==> config.mk <==
export PLATFORM = sky130hd
export DESIGN_NAME = btb_assoc
export DESIGN_NICKNAME = d
export VERILOG_FILES = /design/src/rtl/btb_assoc.sv
export SDC_FILE = /design/constraint.sdc
export NUM_CORES = 2
export LEC_CHECK = 0
export BUFFER_PORTS_ARGS = -buffer_cell sky130_fd_sc_hd__buf_2
export CORE_MARGIN = 4
export CORE_UTILIZATION = 56
export DETAILED_ROUTE_END_ITERATION = 8
export PLACE_DENSITY = 0.76
export SYNTH_ARGS = -nofsm -noshare
export SYNTH_HDL_FRONTEND = slang
export SYNTH_SLANG_ARGS = --single-unit
==> constraint.sdc <==
create_clock -name clk -period 6.8 [get_ports clk]
set_input_delay 0.34 -clock clk [delete_from_list [all_inputs] [get_ports clk]]
set_output_delay 0.34 -clock clk [all_outputs]
set_load 0.005 [all_outputs]
==> src/rtl/btb_assoc.sv <==
// rtl/btb_assoc.sv - set-associative BTB with direction counters, round-robin replacement and sequential flush
module btb_assoc #(
   parameter int SETS     = 32,
   parameter int WAYS     = 2,
   parameter int TAG_BITS = 20,
   parameter int CNT_BITS = 2
) (
   input  logic        clk,
   input  logic        rst,
   input  logic [31:0] pc_query,
   input  logic        is_jump,
   output logic        hit,
   output logic        pred_taken,
   output logic [31:0] target_addr,
   input  logic        update_en,
   input  logic [31:0] pc_update,
   input  logic [31:0] target_addr_update,
   input  logic        taken_update,
   input  logic        flush_req,
   output logic        flush_busy
);
   localparam int IDX   = $clog2(SETS);
   localparam int PTR_W = (WAYS > 1) ? $clog2(WAYS) : 1;
   localparam logic [CNT_BITS-1:0] CNT_MAX  = '1;
   localparam logic [CNT_BITS-1:0] CNT_INIT = CNT_BITS'(1 << (CNT_BITS - 1));

   typedef enum logic {S_IDLE, S_FLUSH} state_t;

   logic                valid_q [SETS][WAYS];
   logic [TAG_BITS-1:0] tag_q   [SETS][WAYS];
   logic [31:0]         tgt_q   [SETS][WAYS];
   logic [CNT_BITS-1:0] ctr_q   [SETS][WAYS];
   logic [PTR_W-1:0]    ptr_q   [SETS];

   state_t         state_q, state_d;
   logic [IDX-1:0] fcnt_q, fcnt_d;

   logic [IDX-1:0]      q_idx, u_idx;
   logic [TAG_BITS-1:0] q_tag, u_tag;
   logic                q_match, u_match, free_found, do_upd;
   logic [PTR_W-1:0]    q_way, u_way, free_way, victim, wr_way, ptr_next;
   logic [CNT_BITS-1:0] ctr_next;

   assign flush_busy = (state_q == S_FLUSH);

   // Combinational lookup: scan every way of the queried set for a valid tag match
   always_comb begin
      q_idx   = pc_query[IDX+1:2];
      q_tag   = pc_query[31 -: TAG_BITS];
      q_match = 1'b0;
      q_way   = '0;
      for (int w = 0; w < WAYS; w++) begin
         if (valid_q[q_idx][w] && (tag_q[q_idx][w] == q_tag)) begin
            q_match = 1'b1;
            q_way   = PTR_W'(w);
         end
      end
      hit         = q_match && is_jump && (state_q == S_IDLE);
      pred_taken  = hit ? ctr_q[q_idx][q_way][CNT_BITS-1] : 1'b0;
      target_addr = hit ? tgt_q[q_idx][q_way] : 32'h0;
   end

   // Update decode: find the matching way, the lowest free way and the replacement victim
   always_comb begin
      u_idx      = pc_update[IDX+1:2];
      u_tag      = pc_update[31 -: TAG_BITS];
      u_match    = 1'b0;
      u_way      = '0;
      free_found = 1'b0;
      free_way   = '0;
      for (int w = 0; w < WAYS; w++) begin
         if (valid_q[u_idx][w] && (tag_q[u_idx][w] == u_tag)) begin
            u_match = 1'b1;
            u_way   = PTR_W'(w);
         end
      end
      for (int w = WAYS - 1; w >= 0; w--) begin
         if (!valid_q[u_idx][w]) begin
            free_found = 1'b1;
            free_way   = PTR_W'(w);
         end
      end
      victim   = free_found ? free_way : ptr_q[u_idx];
      wr_way   = u_match ? u_way : victim;
      ptr_next = (ptr_q[u_idx] == PTR_W'(WAYS - 1)) ? '0 : ptr_q[u_idx] + 1'b1;
      ctr_next = ctr_q[u_idx][u_way];
      if (taken_update) begin
         if (ctr_q[u_idx][u_way] != CNT_MAX) ctr_next = ctr_q[u_idx][u_way] + 1'b1;
      end else begin
         if (ctr_q[u_idx][u_way] != '0) ctr_next = ctr_q[u_idx][u_way] - 1'b1;
      end
      // Updates are dropped while flushing and in the cycle a flush is accepted
      do_upd = update_en && (state_q == S_IDLE) && !flush_req;
   end

   // Valid bits, counters and victim pointers: reset, flush clearing, hit training and allocation
   always_ff @(posedge clk or posedge rst) begin
      if (rst) begin
         for (int s = 0; s < SETS; s++) begin
            ptr_q[s] <= '0;
            for (int w = 0; w < WAYS; w++) begin
               valid_q[s][w] <= 1'b0;
               ctr_q[s][w]   <= '0;
            end
         end
      end else if (state_q == S_FLUSH) begin
         ptr_q[fcnt_q] <= '0;
         for (int w = 0; w < WAYS; w++) valid_q[fcnt_q][w] <= 1'b0;
      end else if (do_upd) begin
         if (u_match) begin
            ctr_q[u_idx][u_way] <= ctr_next;
         end else if (taken_update) begin
            valid_q[u_idx][victim] <= 1'b1;
            ctr_q[u_idx][victim]   <= CNT_INIT;
            if (!free_found) ptr_q[u_idx] <= ptr_next;
         end
      end
   end

   // Tag and target payload: written on hit or allocation, never reset
   always_ff @(posedge clk) begin
      if (do_upd && (u_match || taken_update)) begin
         tag_q[u_idx][wr_way] <= u_tag;
         tgt_q[u_idx][wr_way] <= target_addr_update;
      end
   end

   // Flush FSM state register and set counter
   always_ff @(posedge clk or posedge rst) begin
      if (rst) begin
         state_q <= S_IDLE;
         fcnt_q  <= '0;
      end else begin
         state_q <= state_d;
         fcnt_q  <= fcnt_d;
      end
   end

   // Flush FSM next state: walk every set once, then return to IDLE
   always_comb begin
      state_d = state_q;
      fcnt_d  = fcnt_q;
      case (state_q)
         S_IDLE: begin
            if (flush_req) begin
               state_d = S_FLUSH;
               fcnt_d  = '0;
            end
         end
         S_FLUSH: begin
            fcnt_d = fcnt_q + 1'b1;
            if (fcnt_q == IDX'(SETS - 1)) state_d = S_IDLE;
         end
         default: state_d = S_IDLE;
      endcase
   end
endmodule

Yosys cells after proc, flatten, opt, wreduce, memory -nomap -nowiden
Memory sizes are Yosys's and may differ from the RTL's.
Index checks and enable logic that the tools add are counted.
- flip-flop bits (word level): 230
- input bits: 102
- output and inout port bits: 35
- memories: 2
- memory bits (writable): 3328
- logic and storage cells: 316
- memory list (memory ; words ; width ; read ports ; clocked after Yosys merged registers in ; write ports ; RTL line ; source):
    tgt_q ; 32 ; 64 ; 1 ; 0 ; 1 ; 31 ; logic [31:0] tgt_q [SETS][WAYS];
    tag_q ; 32 ; 40 ; 2 ; 0 ; 1 ; 30 ; logic [TAG_BITS-1:0] tag_q [SETS][WAYS];
- add/sub/neg operators: 4
- multiplexer cells: 86
- bitwise operators: 18
- magnitude comparators: 12
- reduce and logical (&&, ||, !) cells: 23
- equality and inequality tests: 9
- operator list (operator ; number):
    2-to-1 mux 32 bit ; 10
    2-to-1 mux 64 bit ; 5
    2-to-1 mux 128 bit ; 2
    AND 64 bit ; 3
    NOT 64 bit ; 3
    bitwise mux 128 bit ; 1
    bitwise OR 64 bit ; 2
    == test 20 bit ; 4
    binary-select mux 4 bit (select 5 bit) ; 2
    demux 4 bit (select 5 bit) ; 2
    2-to-1 mux 40 bit ; 1
    2-to-1 mux 2 bit ; 17
    AND 32 bit ; 1
    bitwise mux 32 bit ; 1
    demux 32 bit (select 1 bit) ; 1
    NOT 32 bit ; 1
    demux 2 bit (select 5 bit) ; 3
    2-to-1 mux 4 bit ; 6
    2-to-1 mux 1 bit ; 22
    binary-select mux 2 bit (select 5 bit) ; 2
    demux 20 bit (select 1 bit) ; 1
    2-to-1 mux 20 bit ; 1
    >= comparator 6 bit, second input constant ; 3
    NOT 5 -> 6 bit ; 3
    24 further kinds ; 55

Longest topological paths before layout
- depth in word-level cells: 19
- depth in mapped cells: 19
- gate-level depth less buffers: 10

Least setup slack after synthesis
OpenSTA, ideal clock, no wires.
- path type: in2reg
- start point: in pc_update[3]
- end point: reg ctr_q[14] in the netlist's numbering
- buffers on the path: 6
- arrival: 6.210 ns
- stages: 16
- library setup time: 0.290 ns
- path slack: 0.301 ns
- cells stage by stage: buf_2 buf_6 buf_2 buf_2 mux2i_1 o22ai_1 nor4_1 a21o_1 nand2_1 or4_1 or4_1 and2_1 buf_2 buf_2 a22oi_1 o22ai_1
- longest elaborated chain between the ends: 18
- elaborated cells on any way between the ends: 58
- classes of those cells: 2 x add/sub; 6 x order compare; 3 x eq/ne; 33 x mux; 5 x bitwise; 8 x reduce/logical; 1 x memory
- RTL lines (what ; RTL line ; source):
    from (decl) ; 16 ; input logic [31:0] pc_update,
    NOT 5 -> 6 bit (implied by the code) ; - ;
    binary-select mux 2 bit (select 5 bit) ; 72, 78 ;
    2-to-1 mux 2 bit (implied by the code) (2 in series) ; 72, 78 ;
    2-to-1 mux 1 bit (2 in series) ; 78 ; if (!valid_q[u_idx][w]) begin
    2-to-1 mux 1 bit ; 83 ; victim = free_found ? free_way : ptr_q[u_idx];
    NOT 1 -> 2 bit (implied by the code) ; 114 ; ctr_q[u_idx][victim] <= CNT_INIT;
    >= comparator 2 bit (implied by the code) or < comparator 2 x 1 -> 1 bit (tied branches) ; 114 ;
    logical AND 1 bit (implied by the code) ; 114 ;
    2-to-1 mux 2 bit (implied by the code) ; 114 ;
    demux 2 bit (select 1 bit) ; 114 ;
    2-to-1 mux 4 bit (implied by the code) ; 114 ;
    demux 4 bit (select 5 bit) ; 114 ;
    NOT 64 bit (no source line) ; - ;
    AND 64 bit (no source line) ; - ;
    2-to-1 mux 128 bit ; 112 ; end else if (taken_update) begin
    2-to-1 mux 128 bit ; 110 ; if (u_match) begin
    to (signal, indexed assignment) ; 111 ; ctr_q[u_idx][u_way] <= ctr_next;
    to (decl) ; 32 ; logic [CNT_BITS-1:0] ctr_q [SETS][WAYS];
Parallel ways exist; a longest one is shown, timed or not. The select of a mux whose other input is x is not followed.
A chain may end at the register's enable or synchronous reset.

==> impl_results.md <==
- Gr usage total: 33.5%
- NetSw: 0.0104 W
- H-tree depth: 5
- Detail Route Antenna Nets: 0
- First-pass GRT wire length: 660,000 um
- Syn Inst Count: 7,496
- Vias in the first global route: 87,300
- Starting DRT DRC Count: 15,400
- Slew Viols, Final: 0
- Leak: 56.2 nW
- Net Sw Frac: 21.9%
- Most used cell along the critical path: mux4_2
- Gr ovfl total: 0
- PwrDens: 278 nW/um^2
- CTS Hold Bufs: 14
- Slowest-stage cell, CP: o21ai_0
- DR pass1 iterations: 7
- Final setup TNS: 0 ns
- Fill count: 17,200
- Synth warnings: 0
- Status: complete, no violations
- Hpwl dp: 250,000 um
- Design area: 170,000 um^2
- Synth Area per Inst: 20.1 um^2
- Die W: 527 um
- Core Area: 268,000 um^2
- Num CTS Buffers: 360
- # IOs: 137
- Fin. Hold Viols: 0
- Final routed DRC violation total: 0
- Starting Density: 56.2%
- Layout cells sized above 1: 27.5%
- DP Area: 158,000 um^2
- Post-layout min period: 6.55 ns
- Slew headroom: 7.28%
- Crit path largest cell delay: 1.07 ns
- Vias: 87,000
- Post-synth net total: 7,603
- Internal power: 0.0369 W
- CTS root buf: clkbuf_16
- Clock Skews: 0.0851 ns
- Period utilization: 96.3%
- Rows: 190
- WP data arrival: 6.21 ns
- Hold Crit Class: input pin to flop
- Synthesized cell area: 151,000 um^2
- Worst-skew pair later-pin latency: 0.93 ns
- Critical path class: flop to primary output
- IO Port Bufs: 122
- Worst Tran Pin Value: 1.38 ns
- Gpl congestion: 0.939
- Total Wirelength: 467,000 um
- Nature of the critical path startpoint: flop
- TritonCTS Sinks: 3,558
- Routed len/inst: 40.1 um
- FF+latch count, synth: 3,558
- Initial antenna violation count: 36
- Most frequent cells in the layout: 3,328 x edfxtp_1, 1,144 x mux4_2, 732 x mux2i_1
- DIE HEIGHT: 527 um
- Combinational fraction of design power: 6.3%
- Crit path required time: 6.46 ns
- Nets: 7,906
- Synth unique cells: 65
- Peak supply drop: 436 uV
- Leading register cell type out of synthesis: edfxtp_1
- Commonest non-fill, non-tap cell in the layout: edfxtp_1
- Sequential power share: 51.1%
- P&R area growth vs syn: 12.8%
- RSZ-0062 raised after global routing: false
- Async SR Flop Fraction: 6.46%
- Largest net degree at the start of global routing: 110
- Die ar.: 277,000 um^2
- Max clock buf depth: 4
- Reg clk slew, reported paths: 0.06 ns
- Clock Power Share: 42.6%
- Vias per cell: 7.46
- Crit-path cells: mux4_2 > mux4_2 > mux2i_1 > xnor2_1 > nor4_1 > nand4_1 > or2_2 > or4_1 > o21ai_0 > buf_2
- EDFF count, synth: 3,328
- Max Cap Viol: 0
- Post-CTS resize count: 0
- Worst Setup End Kind: primary output
- Final setup vio count: 0
- Post-CTS setup buffers: 0
- CTS tree: yes
- F_max: 0.153 GHz
- Sequential area share after synthesis: 70.1%
- CP max FO: 10
-- final cells by class --
type                    instances  area [um^2]  share of cell area [%]
flip-flops and latches       3558       106000                    62.2
multi-input cells            3350        42700                    25.1
clock buffers                 438         9600                    5.64
repair buffers                461         5030                    2.96
well taps                    3552         4440                    2.61
clock inverters               213         2210                    1.30
inverters                      68          273                   0.160
diodes                         23         57.6                  0.0338
-- metrics by stage --
| stage | hold slack [ns] | std cells | utilization, % | power, W | setup WS [ns] |
|---|---|---|---|---|---|
| 2_1_floorplan | 0.426 | 7496 | - | 0.0264 | 0.155 |
| 3_3_place_gp | 0.476 | 11000 | 59.0 | 0.0274 | 0.645 |
| 3_5_place_dp | 0.485 | 11000 | 59.0 | 0.0275 | 0.578 |
| 4_1_cts | 0.00998 | 11600 | 63.4 | 0.0473 | 0.367 |
| 5_1_grt | 0.0592 | 11700 | 63.5 | 0.0484 | 0.206 |
| 6_report | 0.0717 | 11700 | 63.5 | 0.0472 | 0.249 |
-- cell usage after synthesis (all sizes together), types with 6 or more instances --
cell type | number | share of area (%)
and3 | 28 | 0.12
or4 | 70 | 0.35
nand4bb | 6 | 0.045
o31ai | 18 | 0.090
nor2b | 9 | 0.037
nand4 | 33 | 0.14
o211ai | 21 | 0.10
a2bb2oi | 26 | 0.15
inv | 68 | 0.17
xnor2 | 23 | 0.13
or3 | 8 | 0.033
nand3 | 18 | 0.060
mux4 | 1144 | 17
nand2b | 8 | 0.033
nand2 | 200 | 0.50
edfxtp | 3328 | 66
nor3 | 7 | 0.030
a211o | 12 | 0.070
dfrtp | 230 | 3.8
mux2 | 17 | 0.13
a22o | 65 | 0.38
a221oi | 9 | 0.052
o21ai | 100 | 0.33
and2 | 38 | 0.16
nor2 | 104 | 0.26
or4b | 13 | 0.091
buf | 300 | 1.1
nor4 | 84 | 0.35
clkbuf | 220 | 0.55
a21oi | 51 | 0.17
mux2i | 732 | 4.9
xor2 | 25 | 0.15
o22ai | 362 | 1.5
a211oi | 10 | 0.050
o2bb2ai | 8 | 0.046
a22oi | 53 | 0.26
-- flip-flops by register name (all words and copies together) (netlist names) --
name / flops
ctr_q: 128
fcnt_q: 5
flush_busy: 1
ptr_q: 32
tag_q: 1280
tgt_q: 2048
valid_q: 64
-- worst paths after layout --
kind	from	to	slack (ns)	depth (start not counted)
worst max-delay path	tag_q[31][29]$_DFFE_PP_	target_addr[6]	0.25	10
worst min-delay path	pc_update[14]	tag_q[21][2]$_DFFE_PP_	0.07	1
worst max register to register	tag_q[22][8]$_DFFE_PP_	tgt_q[11][49]$_DFFE_PP_	1.74	11
worst min register to register	ctr_q[40]$_DFFE_PP0P_	ctr_q[40]$_DFFE_PP0P_	0.50	1
max in group asynchronous	rst	ctr_q[37]$_DFFE_PP0P_	5.24	4
min in group asynchronous	rst	ctr_q[26]$_DFFE_PP0P_	0.17	3
-- kinds of logic (layout without fill, tap and decap cells) --
kind of cell    after synthesis  after routing  share of synthesized area, %
compound gates              750            750                          3.29
flops                      3558           3558                          70.1
simple gates                650            650                          2.32
xor+xnor                     48             48                         0.279
mux                        1893           1893                          22.1
other cells                   0             23                             0
buf+inv                     588           1180                          1.81
fa+ha+maj                     9              9                        0.0681
-- worst max-delay path, delay by kind of cell (launching register included) --
kind	cells	cell delay, ns
mux	3	1.55
simple gates	4	1.87
buf+inv	1	0.30
xor+xnor	1	0.15
compound gates	1	1.07
flops	1	0.39
-- power by group through the flow --
stage	Clock (W)	Combinational, W	Sequential (W)
6_report	0.0201	0.00297	0.0241
5_1_grt	0.0212	0.00310	0.0241
4_1_cts	0.0202	0.00293	0.0241
3_5_place_dp	0	0.00288	0.0246
3_3_place_gp	0	0.00282	0.0246
2_1_floorplan	0	0.00184	0.0245
-- layer usage --
| metal | vias up | GRT usage (%) | part of all wire [%] |
|---|---|---|---|
| met1 | 44800 | 44.1 | 33 |
| met4 | 18 | 18.8 | 6.8 |
| met5 | - | 0 | 0.025 |
| li1 | 32500 | - | - |
| met2 | 7910 | 51.5 | 47 |
| met3 | 1763 | 8.57 | 13 |
Note: power is estimated with default switching activity, not from simulation.
